File: src/rtl/ddr_write_arbiter_if.sv
// Writer-side bus of the DDR write arbiter: start command, beat stream and datamover status.
// The arbiter drives it through the master modport; the datamover write wrapper uses slave.
interface ddr_write_arbiter_if #(
    parameter int DATA_WIDTH = 64,
    parameter int ADDR_WIDTH = 32,
    parameter int LEN_WIDTH  = 16
);
    logic                  wr_start;
    logic                  wr_cmd_ready;
    logic [ADDR_WIDTH-1:0] wr_addr;
    logic [LEN_WIDTH-1:0]  wr_len;
    logic                  wr_data_vld;
    logic [DATA_WIDTH-1:0] wr_data;
    logic                  wr_ready;
    logic                  sts_vld;
    logic [7:0]            sts_data;

    modport master (
        output wr_start, wr_addr, wr_len, wr_data_vld, wr_data,
        input  wr_cmd_ready, wr_ready, sts_vld, sts_data
    );

    modport slave (
        input  wr_start, wr_addr, wr_len, wr_data_vld, wr_data,
        output wr_cmd_ready, wr_ready, sts_vld, sts_data
    );
endinterface

File: src/rtl/ddr_write_arbiter.sv
// Round-robin arbiter sharing one S2MM datamover write front end among NUM_CH requesters.
// One transfer at a time: grant, start command, beat steering, status wait, done/err report.
module ddr_write_arbiter #(
    parameter int NUM_CH      = 4,
    parameter int DATA_WIDTH  = 64,
    parameter int ADDR_WIDTH  = 32,
    parameter int LEN_WIDTH   = 16,
    parameter int TIMEOUT_CYC = 65535
) (
    input  logic                         clk,
    input  logic                         rst,
    input  logic [NUM_CH-1:0]            ch_req,
    input  logic [NUM_CH*ADDR_WIDTH-1:0] ch_addr,
    input  logic [NUM_CH*LEN_WIDTH-1:0]  ch_len,
    output logic [NUM_CH-1:0]            ch_grant,
    input  logic [NUM_CH-1:0]            ch_wdata_vld,
    input  logic [NUM_CH*DATA_WIDTH-1:0] ch_wdata,
    output logic [NUM_CH-1:0]            ch_wready,
    output logic [NUM_CH-1:0]            ch_done,
    output logic [NUM_CH-1:0]            ch_err,
    ddr_write_arbiter_if.master          wr,
    output logic                         busy
);
    localparam int BYTES_PER_BEAT = DATA_WIDTH / 8;
    localparam int BEAT_SHIFT     = $clog2(BYTES_PER_BEAT);
    localparam int PTR_W          = (NUM_CH > 1) ? $clog2(NUM_CH) : 1;
    localparam logic [LEN_WIDTH-1:0] LEN_LSB_MASK = LEN_WIDTH'(BYTES_PER_BEAT - 1);
    localparam logic [15:0]          TMO_LAST     = 16'(TIMEOUT_CYC - 1);
    localparam logic [PTR_W-1:0]     PTR_LAST     = PTR_W'(NUM_CH - 1);

    typedef enum logic [2:0] {
        S_IDLE,
        S_CMD,
        S_DATA,
        S_WAIT_STS,
        S_DONE
    } state_t;

    state_t                r_state;
    state_t                w_state_nxt;
    logic [PTR_W-1:0]      r_ptr;
    logic [PTR_W-1:0]      r_sel;
    logic [NUM_CH-1:0]     r_grant;
    logic [ADDR_WIDTH-1:0] r_addr;
    logic [LEN_WIDTH-1:0]  r_len;
    logic [LEN_WIDTH-1:0]  r_beats;
    logic [LEN_WIDTH-1:0]  r_beat_cnt;
    logic [15:0]           r_tmo;
    logic                  r_err;

    logic                  w_any_req;
    logic [PTR_W-1:0]      w_pick;
    logic [LEN_WIDTH-1:0]  w_len_pick;
    logic [LEN_WIDTH-1:0]  w_beats_pick;
    logic                  w_len_bad;
    logic [NUM_CH-1:0]     w_sel_oh;
    logic                  w_beat;
    logic                  w_last_beat;
    logic                  w_sts_err;
    logic                  w_tmo_hit;

    // First requester at or after the pointer; scanning downwards lets the nearest one win.
    function automatic logic [PTR_W-1:0] rr_pick(input logic [NUM_CH-1:0] req,
                                                 input logic [PTR_W-1:0]  ptr);
        logic [PTR_W-1:0] pick;
        logic [PTR_W-1:0] idx;
        pick = ptr;
        for (int i = NUM_CH - 1; i >= 0; i--) begin
            idx = PTR_W'((int'(ptr) + i) % NUM_CH);
            if (req[idx]) begin
                pick = idx;
            end
        end
        return pick;
    endfunction

    assign w_any_req    = |ch_req;
    assign w_pick       = rr_pick(ch_req, r_ptr);
    assign w_len_pick   = ch_len[w_pick*LEN_WIDTH +: LEN_WIDTH];
    assign w_beats_pick = w_len_pick >> BEAT_SHIFT;
    assign w_len_bad    = (w_beats_pick == '0) || ((w_len_pick & LEN_LSB_MASK) != '0);

    assign w_sel_oh    = NUM_CH'(1) << r_sel;
    assign w_beat      = (r_state == S_DATA) && ch_wdata_vld[r_sel] && wr.wr_ready;
    assign w_last_beat = w_beat && (r_beat_cnt == r_beats - 1'b1);
    // Error unless OKAY is set and SLVERR/DECERR/INTERR are all clear.
    assign w_sts_err   = (wr.sts_data & 8'hF0) != 8'h80;
    assign w_tmo_hit   = (r_tmo == TMO_LAST);

    assign wr.wr_addr = r_addr;
    assign wr.wr_len  = r_len;
    assign ch_grant   = r_grant;
    assign busy       = (r_state != S_IDLE);

    always_ff @(posedge clk) begin
        if (rst) begin
            r_state <= S_IDLE;
        end else begin
            r_state <= w_state_nxt;
        end
    end

    always_comb begin
        w_state_nxt    = r_state;
        wr.wr_start    = 1'b0;
        wr.wr_data_vld = 1'b0;
        wr.wr_data     = '0;
        ch_wready      = '0;
        ch_done        = '0;
        ch_err         = '0;
        case (r_state)
            S_IDLE: begin
                if (w_any_req) begin
                    w_state_nxt = w_len_bad ? S_DONE : S_CMD;
                end
            end
            S_CMD: begin
                wr.wr_start = 1'b1;
                if (wr.wr_cmd_ready) begin
                    w_state_nxt = S_DATA;
                end
            end
            S_DATA: begin
                wr.wr_data_vld   = ch_wdata_vld[r_sel];
                wr.wr_data       = ch_wdata[r_sel*DATA_WIDTH +: DATA_WIDTH];
                ch_wready[r_sel] = wr.wr_ready;
                if (w_last_beat) begin
                    w_state_nxt = S_WAIT_STS;
                end
            end
            S_WAIT_STS: begin
                if (wr.sts_vld || w_tmo_hit) begin
                    w_state_nxt = S_DONE;
                end
            end
            S_DONE: begin
                ch_done     = w_sel_oh;
                ch_err      = w_sel_oh & {NUM_CH{r_err}};
                w_state_nxt = S_IDLE;
            end
            default: begin
                w_state_nxt = S_IDLE;
            end
        endcase
    end

    // Transfer context is captured at grant; a status beat outranks the timeout terminal count.
    always_ff @(posedge clk) begin
        if (rst) begin
            r_ptr      <= '0;
            r_sel      <= '0;
            r_grant    <= '0;
            r_addr     <= '0;
            r_len      <= '0;
            r_beats    <= '0;
            r_beat_cnt <= '0;
            r_tmo      <= '0;
            r_err      <= 1'b0;
        end else begin
            r_grant <= '0;
            case (r_state)
                S_IDLE: begin
                    if (w_any_req) begin
                        r_sel      <= w_pick;
                        r_grant    <= NUM_CH'(1) << w_pick;
                        r_ptr      <= (w_pick == PTR_LAST) ? '0 : w_pick + 1'b1;
                        r_addr     <= ch_addr[w_pick*ADDR_WIDTH +: ADDR_WIDTH];
                        r_len      <= w_len_pick;
                        r_beats    <= w_beats_pick;
                        r_beat_cnt <= '0;
                        r_tmo      <= '0;
                        r_err      <= w_len_bad;
                    end
                end
                S_DATA: begin
                    if (w_beat) begin
                        r_beat_cnt <= r_beat_cnt + 1'b1;
                    end
                end
                S_WAIT_STS: begin
                    if (wr.sts_vld) begin
                        r_err <= w_sts_err;
                    end else if (w_tmo_hit) begin
                        r_err <= 1'b1;
                    end else begin
                        r_tmo <= r_tmo + 1'b1;
                    end
                end
                default: begin
                end
            endcase
        end
    end
endmodule

File: src/flat_wrapper.sv
// flat-port wrapper written by rule: the top's interface ports become plain ports
module ddr_write_arbiter_flat 
#(
    parameter int NUM_CH      = 4,
    parameter int DATA_WIDTH  = 64,
    parameter int ADDR_WIDTH  = 32,
    parameter int LEN_WIDTH   = 16,
    parameter int TIMEOUT_CYC = 65535
)
  (clk, rst, ch_req, ch_addr, ch_len, ch_grant, ch_wdata_vld, ch_wdata, ch_wready, ch_done, ch_err, busy, wr_wr_start, wr_wr_addr, wr_wr_len, wr_wr_data_vld, wr_wr_data, wr_wr_cmd_ready, wr_wr_ready, wr_sts_vld, wr_sts_data);
  ddr_write_arbiter_if #(.DATA_WIDTH(DATA_WIDTH), .ADDR_WIDTH(ADDR_WIDTH), .LEN_WIDTH(LEN_WIDTH)) wr_i ();
  input  logic clk;
  input  logic rst;
  input  logic [NUM_CH-1:0] ch_req;
  input  logic [NUM_CH*ADDR_WIDTH-1:0] ch_addr;
  input  logic [NUM_CH*LEN_WIDTH-1:0] ch_len;
  output logic [NUM_CH-1:0] ch_grant;
  input  logic [NUM_CH-1:0] ch_wdata_vld;
  input  logic [NUM_CH*DATA_WIDTH-1:0] ch_wdata;
  output logic [NUM_CH-1:0] ch_wready;
  output logic [NUM_CH-1:0] ch_done;
  output logic [NUM_CH-1:0] ch_err;
  output logic busy;
  output wire logic [$bits(wr_i.wr_start)-1:0] wr_wr_start;
  output wire logic [$bits(wr_i.wr_addr)-1:0] wr_wr_addr;
  output wire logic [$bits(wr_i.wr_len)-1:0] wr_wr_len;
  output wire logic [$bits(wr_i.wr_data_vld)-1:0] wr_wr_data_vld;
  output wire logic [$bits(wr_i.wr_data)-1:0] wr_wr_data;
  input wire logic [$bits(wr_i.wr_cmd_ready)-1:0] wr_wr_cmd_ready;
  input wire logic [$bits(wr_i.wr_ready)-1:0] wr_wr_ready;
  input wire logic [$bits(wr_i.sts_vld)-1:0] wr_sts_vld;
  input wire logic [$bits(wr_i.sts_data)-1:0] wr_sts_data;
  assign wr_wr_start = wr_i.wr_start;
  assign wr_wr_addr = wr_i.wr_addr;
  assign wr_wr_len = wr_i.wr_len;
  assign wr_wr_data_vld = wr_i.wr_data_vld;
  assign wr_wr_data = wr_i.wr_data;
  assign wr_i.wr_cmd_ready = wr_wr_cmd_ready;
  assign wr_i.wr_ready = wr_wr_ready;
  assign wr_i.sts_vld = wr_sts_vld;
  assign wr_i.sts_data = wr_sts_data;
  ddr_write_arbiter #(.NUM_CH(NUM_CH), .DATA_WIDTH(DATA_WIDTH), .ADDR_WIDTH(ADDR_WIDTH), .LEN_WIDTH(LEN_WIDTH), .TIMEOUT_CYC(TIMEOUT_CYC)) u_core (.clk(clk), .rst(rst), .ch_req(ch_req), .ch_addr(ch_addr), .ch_len(ch_len), .ch_grant(ch_grant), .ch_wdata_vld(ch_wdata_vld), .ch_wdata(ch_wdata), .ch_wready(ch_wready), .ch_done(ch_done), .ch_err(ch_err), .wr(wr_i), .busy(busy));
endmodule
File: config.mk
export PLATFORM = sky130hd
export DESIGN_NAME = ddr_write_arbiter_flat
export DESIGN_NICKNAME = d
export VERILOG_FILES = /design/src/rtl/ddr_write_arbiter_if.sv /design/src/rtl/ddr_write_arbiter.sv /design/src/flat_wrapper.sv
export SDC_FILE = /design/constraint.sdc
export NUM_CORES = 1
export LEC_CHECK = 0
export ABC_AREA = 1
export CORE_AREA = 2 2 235 237
export CTS_CLUSTER_SIZE = 25
export DETAILED_ROUTE_END_ITERATION = 16
export DIE_AREA = 0 0 237 239
export PLACE_DENSITY = 0.38
export SYNTH_ARGS = -nofsm -noshare
export SYNTH_HDL_FRONTEND = slang
export SYNTH_SLANG_ARGS = --single-unit
File: constraint.sdc
create_clock -name clk -period 2.53 [get_ports clk]
set_clock_uncertainty 0.15 [all_clocks]
set_input_delay 0.3795 -clock clk [delete_from_list [all_inputs] [get_ports clk]]
set_output_delay 0.3795 -clock clk [all_outputs]
set_load 0.01 [all_outputs]
==> qor.txt <==
Worst-Margin Slew - 767 ps
CP endpoint kind - register
initial antenna violation count - 8
filler instances - 5890
most frequent cells in the layout - clkdlybuf4s50_1 (516), nand2_1 (186), a22oi_1 (129)
Clock transition at path regs - 80 ps
vias in the first global route - 10900
syn_area_per_cell - 6.52 um^2
Mapped Area - 0.00706 mm^2
gpl congestion - 0.879
DP Area - 0.0146 mm^2
Final Util - 30.0%
Site Rows - 86
Post-synth ARST share - 0%
Worst path most repeated cell - buf_4
crit path cell chain - buf_12, clkinv_8, buf_4, buf_4, buf_4, nand3_4, buf_12, buf_16, nand3_2, nand3_2, nand2_2, buf_4, buf_4, buf_4, buf_4, buf_4, o22ai_1
IO Pins - 600
fin area - 0.0163 mm^2
RSZ-0062 raised after global routing - yes
CP required - 2670 ps
ANT nets after route - 0
sequential area share after synthesis - 26.1%
Synth area leader - dfxtp_1
cell family with most CP delay - buffers and inverters
Synth area leaders - dfxtp_1 (26%), a22oi_1 (15%), nand2_1 (13%)
Maximum Capacitance Violations - 0
period utilization - 103%
Seq cells post-synth - 92
Worst Path Buf+Inv - 12
Combinational Power Share - 79.0%
max incr delay on CP - 400 ps
First-pass DRT Iterations - 5
hpwl dp - 42.8 mm
port bufs - 595
GR peak layer - met2
Synth Instances - 1082
CTS Buf Count - 9
H-tree depth - 3
worst hold slack - 325 ps
GR Layer Usage met1 - 22.5%
fin worst setup slack - -64.0 ps
met2 global-route usage - 28.8%
Pint - 9180 uW
Place WS - -489 ps
Fin Setup TNS - -141 ps
sw power - 8220 uW
Setup crit start kind - register
Clock Tree Buf Depth - 2
sw frac - 47.2%
most common cell after layout, fill and taps aside - clkdlybuf4s50_1
Reg power frac - 12.5%
Sink Count - 92
Unique masters post-synth - 47
largest net degree at the start of global routing - 45
Slowest-stage cell, CP - dfxtp_4
CP max FO - 7
met3 Use GR - 5.13%
Die Span Y - 239 um
Synth Flop Type - dfxtp_1
final net count - 2265
Fmax achieved - 0.386 GHz
Pwr Density - 1070 mW/mm^2
iteration-0 DRC count of the detailed router - 602
Ys Warns - 0
Crit path arrival time - 2740 ps
root buf cell - clkbuf_16
Yosys top cell area share - 26.1%
status - finished with violations
Max VDD drop - 0.560 mV
Worst-Skew Late Latency - 360 ps
vias per inst - 4.36
final global-route overflow total - 0
Layout Area Growth over Synthesis - 131%
Final min period - 2590 ps
# DRC - 0
Hold Violations, Final - 0
Die Span X - 237 um
Die ar. - 0.0566 mm^2
Worst slew margin - 48.4%
first-pass GRT wire length - 73.5 mm
failing checks - negative setup slack
CTS Hold Bufs - 0
Final setup viols - 4
synthesized net count - 1556
HP Class - register to register
via count - 10900
Leakage - 0.00645 uW
Total GRT Usage - 17.4%
Clock Power Share - 8.5%
initial core utilization - 13.0%
drt wl/cell - 21.3 um
crit path kind - register to register
total routed wirelength - 53.2 mm
Post-synth EDFFs - 0
Core Box Area - 0.0543 mm^2
share of layout cells above drive strength 1 - 23.4%
CTS tree - done
Final Slew Violations - 0
[worst register-to-register path: cells and delay by family (launching register included)]
kind            cells  cell delay [ps]
flops               1              400
simple gates        4              360
buf+inv            12             1530
compound gates      1               80
[per-stage QoR]
stage	power (uW)	instances
after floorplan	7560	1082
after global placement	12900	2416
after detailed placement	12900	2416
after CTS	16200	2473
after global routing	18600	2503
final	17400	2503
[final timing paths]
check	slack (ps)	from	endpoint	cells after the start
worst max register to register	-60	u_core.r_ptr[0]$_SDFFE_PP0P_	u_core.wr.wr_len[13]$_SDFFE_PP0P_	17
worst min-delay path	330	u_core.wr.wr_addr[6]$_SDFFE_PP0P_	u_core.wr.wr_addr[6]$_SDFFE_PP0P_	1
worst min register to register	330	u_core.wr.wr_addr[6]$_SDFFE_PP0P_	u_core.wr.wr_addr[6]$_SDFFE_PP0P_	1
worst max-delay path	-60	u_core.r_ptr[0]$_SDFFE_PP0P_	u_core.wr.wr_len[13]$_SDFFE_PP0P_	17
[synthesized netlist by cell type, types with 2 or more instances]
cell type / instances
dfxtp_1: 92
xor2_1: 14
nand4_1: 6
nor3_1: 17
nand2_4: 3
inv_1: 69
nand2_1: 239
o22ai_1: 12
o2111ai_1: 4
a22oi_1: 138
o21ai_0: 44
o21ai_2: 2
nor4_1: 6
nand2_2: 3
a211oi_1: 4
a31oi_1: 3
a32o_1: 20
o21ai_1: 3
inv_2: 7
nor2_2: 8
a21oi_1: 86
nor2_4: 2
clkbuf_1: 39
nor2_1: 69
nand3_1: 120
buf_6: 5
buf_4: 2
buf_2: 17
xnor2_1: 6
and3_1: 2
o211ai_1: 9
buf_1: 11
ha_1: 5
nor3_2: 2
[layout make-up]
| cell class | instances | area [um^2] | share of cell area (%) |
|---|---|---|---|
| Tap cell | 704 | 881 | 5.40 |
| Multi-Input combinational cell | 842 | 5330 | 32.6 |
| Clock buffer | 9 | 225 | 1.38 |
| Inverter | 78 | 318 | 1.95 |
| Clock inverter | 7 | 80.1 | 0.491 |
| Sequential cell | 92 | 1860 | 11.4 |
| Antenna cell | 3 | 7.51 | 0.0460 |
| Timing Repair Buffer | 768 | 7620 | 46.7 |
[power by group through the flow]
stage                     combinational, uW  clock [uW]  sequential [uW]
after floorplan                        5340           0             2220
after global placement                10800           0             2160
after detailed placement              10700           0             2160
after CTS                             12500        1550             2160
after global routing                  14800        1590             2220
final                                 13700        1480             2180
[cell families (layout without fill, tap and decap cells)]
| family | after synthesis | after routing | synth area share, % |
|---|---|---|---|
| flops | 92 | 92 | 26.1 |
| buf+inv | 152 | 862 | 9.06 |
| fa+ha+maj | 5 | 5 | 0.887 |
| other cells | 0 | 3 | 0 |
| compound gates | 332 | 332 | 31.4 |
| xor+xnor | 20 | 20 | 2.48 |
| simple gates | 481 | 485 | 30.1 |
[flip-flops by register name, summed over array words and instances (netlist names)]
register	count
u_core.wr.wr_addr	32
u_core.r_beat_cnt	16
u_core.r_tmo	16
u_core.wr.wr_len	15
u_core.ch_grant	4
u_core.r_state	3
u_core.r_ptr	2
u_core.r_sel	2
u_core.r_beats	1
u_core.r_err	1
[routing by layer]
metal  vias up  routed length (um)
met2       429               25200
met4         8                 564
met5         -                  49
li1       5287                   -
met1      5148               23100
met3        33                4310
[what timing repair did]
item,CTS,global route
cloned,7,6
pin swaps,63,55
setup buffers,34,21
endpoints found under the setup margin,95,56
gates resized for setup,212,182
(Power assumes the default switching activity.)
